**config.mk**
```make
export PLATFORM = sky130hd
export DESIGN_NAME = hamming_encoder_stream_flat
export DESIGN_NICKNAME = d
export VERILOG_FILES = /design/src/rtl/hamming_encoder_stream_if.sv /design/src/rtl/hamming_encoder_stream.sv /design/src/flat_wrapper.sv
export SDC_FILE = /design/constraint.sdc
export NUM_CORES = 1
export LEC_CHECK = 0
export ABC_AREA = 1
export CAP_MARGIN = 25
export CORE_UTILIZATION = 51
export CTS_CLUSTER_DIAMETER = 100
export DETAILED_ROUTE_END_ITERATION = 7
export PLACE_DENSITY = 0.75
export SYNTH_ARGS = -nofsm -noshare
export SYNTH_HDL_FRONTEND = slang
export SYNTH_SLANG_ARGS = --single-unit
```
**constraint.sdc**
```tcl
create_clock -name clk -period 1.7 [get_ports clk]
set_clock_uncertainty 0.2 [all_clocks]
set_input_delay 0.34 -clock clk [delete_from_list [all_inputs] [get_ports clk]]
set_output_delay 0.34 -clock clk [all_outputs]
set_load 0.02 [all_outputs]
```
**src/rtl/hamming_encoder_stream_if.sv**
```systemverilog
// Stream bundle for the Hamming [7,4] encoder.
// master = data source / sink side; slave = encoder side.
interface hamming_encoder_stream_if #(
  parameter int CNT_W = 16
);
  logic             in_valid;
  logic             in_ready;
  logic [3:0]       in_data;
  logic             inj_en;
  logic [2:0]       inj_bit;
  logic             out_valid;
  logic             out_ready;
  logic [6:0]       out_codeword;
  logic             out_injected;
  logic [CNT_W-1:0] word_count;

  modport master (
    output in_valid, in_data, inj_en, inj_bit, out_ready,
    input  in_ready, out_valid, out_codeword, out_injected, word_count
  );

  modport slave (
    input  in_valid, in_data, inj_en, inj_bit, out_ready,
    output in_ready, out_valid, out_codeword, out_injected, word_count
  );
endinterface

```
**src/rtl/hamming_encoder_stream.sv**
```systemverilog
// Streaming Hamming [7,4] encoder with a 2-entry output buffer and optional
// single-bit error injection for exercising the decoder's correction path.
//
// state | meaning
// EMPTY | no buffered codeword, out_valid=0
// ONE   | head entry valid
// FULL  | head and tail valid, in_ready=0
module hamming_encoder_stream #(
  parameter int CNT_W      = 16,
  parameter int INJ_ENABLE = 1
) (
  input  logic                      clk,
  input  logic                      rst,
  hamming_encoder_stream_if.slave   bus_if
);

  typedef enum logic [1:0] {
    EMPTY = 2'd0,
    ONE   = 2'd1,
    FULL  = 2'd2
  } state_e;

  state_e           state_q, state_d;
  logic [7:0]       head_q, head_d;
  logic [7:0]       tail_q, tail_d;
  logic [CNT_W-1:0] word_count_q, word_count_d;

  logic       push;
  logic       pop;
  logic       flip;
  logic [6:0] enc;
  logic [7:0] new_entry;

  // Entry layout is {codeword[6:0], injected}.
  always_comb begin
    enc = {bus_if.in_data[3], bus_if.in_data[2], bus_if.in_data[1], bus_if.in_data[0],
           bus_if.in_data[0] ^ bus_if.in_data[1] ^ bus_if.in_data[3],
           bus_if.in_data[0] ^ bus_if.in_data[1] ^ bus_if.in_data[2],
           bus_if.in_data[0] ^ bus_if.in_data[2] ^ bus_if.in_data[3]};
    flip = (INJ_ENABLE != 0) && bus_if.inj_en && (bus_if.inj_bit != 3'd7);
    new_entry = {enc ^ (flip ? (7'd1 << bus_if.inj_bit) : 7'd0), flip};
  end

  assign push = bus_if.in_valid && (state_q != FULL);
  assign pop  = bus_if.out_ready && (state_q != EMPTY);

  always_comb begin
    state_d      = state_q;
    head_d       = head_q;
    tail_d       = tail_q;
    word_count_d = push ? word_count_q + CNT_W'(1) : word_count_q;
    case (state_q)
      EMPTY: begin
        if (push) begin
          head_d  = new_entry;
          state_d = ONE;
        end
      end
      ONE: begin
        if (push && pop) begin
          head_d = new_entry;
        end else if (push) begin
          tail_d  = new_entry;
          state_d = FULL;
        end else if (pop) begin
          state_d = EMPTY;
        end
      end
      FULL: begin
        if (pop) begin
          head_d  = tail_q;
          state_d = ONE;
        end
      end
      default: state_d = EMPTY;
    endcase
  end

  always_ff @(posedge clk or posedge rst) begin
    if (rst) begin
      state_q      <= EMPTY;
      head_q       <= '0;
      tail_q       <= '0;
      word_count_q <= '0;
    end else begin
      state_q      <= state_d;
      head_q       <= head_d;
      tail_q       <= tail_d;
      word_count_q <= word_count_d;
    end
  end

  assign bus_if.in_ready     = (state_q != FULL);
  assign bus_if.out_valid    = (state_q != EMPTY);
  assign bus_if.out_codeword = head_q[7:1];
  assign bus_if.out_injected = head_q[0];
  assign bus_if.word_count   = word_count_q;

endmodule

```
**src/flat_wrapper.sv**
```systemverilog
// flat-port wrapper written by rule: the top's interface ports become plain ports
module hamming_encoder_stream_flat 
#(
  parameter int CNT_W      = 16,
  parameter int INJ_ENABLE = 1
)
  (clk, rst, bus_if_in_valid, bus_if_in_data, bus_if_inj_en, bus_if_inj_bit, bus_if_out_ready, bus_if_in_ready, bus_if_out_valid, bus_if_out_codeword, bus_if_out_injected, bus_if_word_count);
  hamming_encoder_stream_if #(.CNT_W(CNT_W)) bus_if_i ();
  input  logic clk;
  input  logic rst;
  input wire logic [$bits(bus_if_i.in_valid)-1:0] bus_if_in_valid;
  input wire logic [$bits(bus_if_i.in_data)-1:0] bus_if_in_data;
  input wire logic [$bits(bus_if_i.inj_en)-1:0] bus_if_inj_en;
  input wire logic [$bits(bus_if_i.inj_bit)-1:0] bus_if_inj_bit;
  input wire logic [$bits(bus_if_i.out_ready)-1:0] bus_if_out_ready;
  output wire logic [$bits(bus_if_i.in_ready)-1:0] bus_if_in_ready;
  output wire logic [$bits(bus_if_i.out_valid)-1:0] bus_if_out_valid;
  output wire logic [$bits(bus_if_i.out_codeword)-1:0] bus_if_out_codeword;
  output wire logic [$bits(bus_if_i.out_injected)-1:0] bus_if_out_injected;
  output wire logic [$bits(bus_if_i.word_count)-1:0] bus_if_word_count;
  assign bus_if_i.in_valid = bus_if_in_valid;
  assign bus_if_i.in_data = bus_if_in_data;
  assign bus_if_i.inj_en = bus_if_inj_en;
  assign bus_if_i.inj_bit = bus_if_inj_bit;
  assign bus_if_i.out_ready = bus_if_out_ready;
  assign bus_if_in_ready = bus_if_i.in_ready;
  assign bus_if_out_valid = bus_if_i.out_valid;
  assign bus_if_out_codeword = bus_if_i.out_codeword;
  assign bus_if_out_injected = bus_if_i.out_injected;
  assign bus_if_word_count = bus_if_i.word_count;
  hamming_encoder_stream #(.CNT_W(CNT_W), .INJ_ENABLE(INJ_ENABLE)) u_core (.clk(clk), .rst(rst), .bus_if(bus_if_i));
endmodule
```
==> results.toml <==
[cts]
h-tree-depth = 2
insertion_delay_ps = 290
hold_buffers = 0
clk_path_buf_depth = 2
cts_made_buffers = 5
clk_pin_slew_ps = 70
cts-root-buf = "clkbuf_8"
cts_tree = "yes"
clock_sinks = 34

[cells_and_area]
area_growth_pct = 34.95
final_cell_mix = "nand2_1 (99), dfrtp_1 (34), inv_1 (31), nor2_1 (31), dlygate4sd2_1 (24)"
antennaDiodeCount = 0
drive_gt1_share_pct = 15.29
fin_cells = 375
finalNetCount = 339
layout_commonest_cell = "nand2_1"
postLayoutCellArea_um2 = 2609

[worst_setup_path]
criticalPathCategory = "reg2out"
endpoint_kind = "primary output"
critical_path.top_delay_family = "flip-flops"
cpPeakStageDelay_ps = 430
cp.arrival_ps = 1070
path_buf_inv = 1
cp_max_fo = 5
cp-start-kind = "register"
path_cells = "dlygate4sd2_1"
required_ps = 1160
cpMaxStageDelayCell = "dfrtp_1"

[sta]
layout_setup_ws_ps = 91.06
rsz0062_at_grt = "no"
setup_viol = 0
maxSlewHeadroom_pct = 84.60
min_period_ps = 1609
fmax_mhz = 621.5
tightest_slew_ps = 230.3
finalCritPeriodShare_pct = 94.64
hold_viol = 0
drv_slew = 0

[logic_synthesis]
synth_area_leaders = "dfrtp_1 (44%), nand2_1 (19%), nor2_1 (6.2%)"
ys_warn_count = 0
yosysSeqAreaShare_pct = 44.01
yosysUniqueCellTypes = 24
async_reset_ff_share_pct = 100.0
synthesis.area_um2 = 1933
synth_flop_cell = "dfrtp_1"
yosysTopAreaCell = "dfrtp_1"
synthCells = 263
synth_top_area_share_pct = 44.01
synth_seq_cells = 34
syn_area_per_cell_um2 = 7.350
syn_nets = 276
synth_edf_count = 0

[placed_design]
place_congestion = 0.7960
portBuffers = 37
placedInstanceArea_um2 = 2532
place_inst = 367
dp_hpwl_mm = 3.030
place_ws_ps = -152.0

[global_route]
grt_pass1_wl_mm = 7.458
grt.overflow.total = 0
grt_use_total_pct = 23.80
antenna_found_initial = 0
grt_start_max_net_pins = 35
grt_pass1_vias = 1775

[route]
viasPerCell = 4.749
ant_nets = 0
wl_per_cell_um = 10.75
drt_iter0_drc = 96
drt_wl_total_mm = 4.030
drt_pass1_iterations = 4
vias = 1781
route.detailed.drc = 0

[floorplanning]
num_io_pins = 38
die_area_um2 = 4041
initial_utilization_pct = 52.80
rows = 22
coreArea_um2 = 3661
die_x_um = 63.57
fp.dieH_um = 63.57

[power]
power.leakage_nw = 1.442
p_clk_share_pct = 20.7
p_comb_share_pct = 41.7
vdd_drop_max_mv = 0.9830
p_seq_share_pct = 37.6
p_switching_w = 0.001295
intPower_w = 0.002094
swShare_pct = 38.21
p_per_area_nw_per_um2 = 1299

[min_path]
hp-class = "in2async"

[run_status]
outcome = "completed"

[run]
maxCapViolCount = 0
[timing repair]
action | CTS | global route
resized for setup | 29 | 4
endpoints found under the setup margin | 26 | 4
buffers inserted | 0 | 0
[Yosys cell counts, types with 2 or more instances]
| cell | count |
|---|---|
| inv_2 | 3 |
| o21ai_1 | 3 |
| nor2_1 | 32 |
| buf_2 | 2 |
| o21ai_2 | 5 |
| a21oi_1 | 3 |
| xnor2_1 | 2 |
| nand2_1 | 99 |
| nand3b_1 | 2 |
| dfrtp_1 | 34 |
| nand3_1 | 13 |
| xor2_1 | 12 |
| inv_1 | 31 |
| nand2_2 | 2 |
| o21ai_0 | 9 |
| nor2_4 | 3 |
[power groups by stage]
stage	logic, W	clock network (W)	registers (W)
after global routing	0.00158	0.000764	0.00131
final	0.00141	0.000701	0.00127
after floorplan	0.000656	0	0.00148
after CTS	0.00143	0.000722	0.00127
after global placement	0.00152	0	0.00128
after detailed placement	0.00155	0	0.00128
[worst min-delay path, delay by kind of cell]
| kind | cells | cell delay (ps) |
|---|---|---|
| buf+inv | 3 | 690 |
[final timing paths]
path / startpoint / end / cells after the start / slack, ps
min in group clk: u_core.head_q[5]$_DFFE_PP0P_ / u_core.head_q[5]$_DFFE_PP0P_ / 2 / 290
worst max register to register: u_core.state_q[1]$_DFFE_PP0P_ / u_core.bus_if.word_count[13]$_DFFE_PP0P_ / 9 / 110
worst min-delay path: rst / u_core.bus_if.word_count[13]$_DFFE_PP0P_ / 3 / 190
worst max-delay path: u_core.bus_if.word_count[13]$_DFFE_PP0P_ / bus_if_word_count[13] / 1 / 90
worst min register to register: u_core.head_q[5]$_DFFE_PP0P_ / u_core.head_q[5]$_DFFE_PP0P_ / 2 / 290
max in group asynchronous: rst / u_core.head_q[0]$_DFFE_PP0P_ / 3 / 930
[routing by layer]
metal  GRT usage, %  vias up  routed length [um]
li1               -      933                   -
met1          28.24      805                1845
met2          41.49       34                1992
met3          5.978        9                 122
met4          7.955        0                  70
met5              0        -                   0
[flip-flops by register name, summed over array words and instances, names as in the netlist]
| signal | count |
|---|---|
| u_core.state_q | 2 |
| u_core.tail_q | 8 |
| u_core.bus_if.word_count | 16 |
| u_core.head_q | 8 |
[logic make-up after synthesis]
family / synth area share, %
fa+ha+maj: 0.6471
flops: 44.01
compound gates: 6.472
xor+xnor: 6.343
buf+inv: 7.702
simple gates: 34.82
[through the flow]
step	hold WS (ps)	utilization, %	TNS, ps	total power [W]
floorplan	249.5	-	0	0.002139
finish	188.0	71.26	0	0.003389
global placement	269.5	69.17	-1745	0.002803
global route	221.0	71.26	0	0.003647
detailed placement	274.6	69.17	-2321	0.002829
CTS	196.1	71.43	0	0.003428
[final cells by class]
type,instances,area [um^2]
inverter,34,127.6
timing repair buffer,59,524.3
sequential,34,850.8
multi-input combinational,192,935.9
clock buffer,8,110.1
tap,48,60.06
fill,327,1052
(Power assumes the default switching activity.)
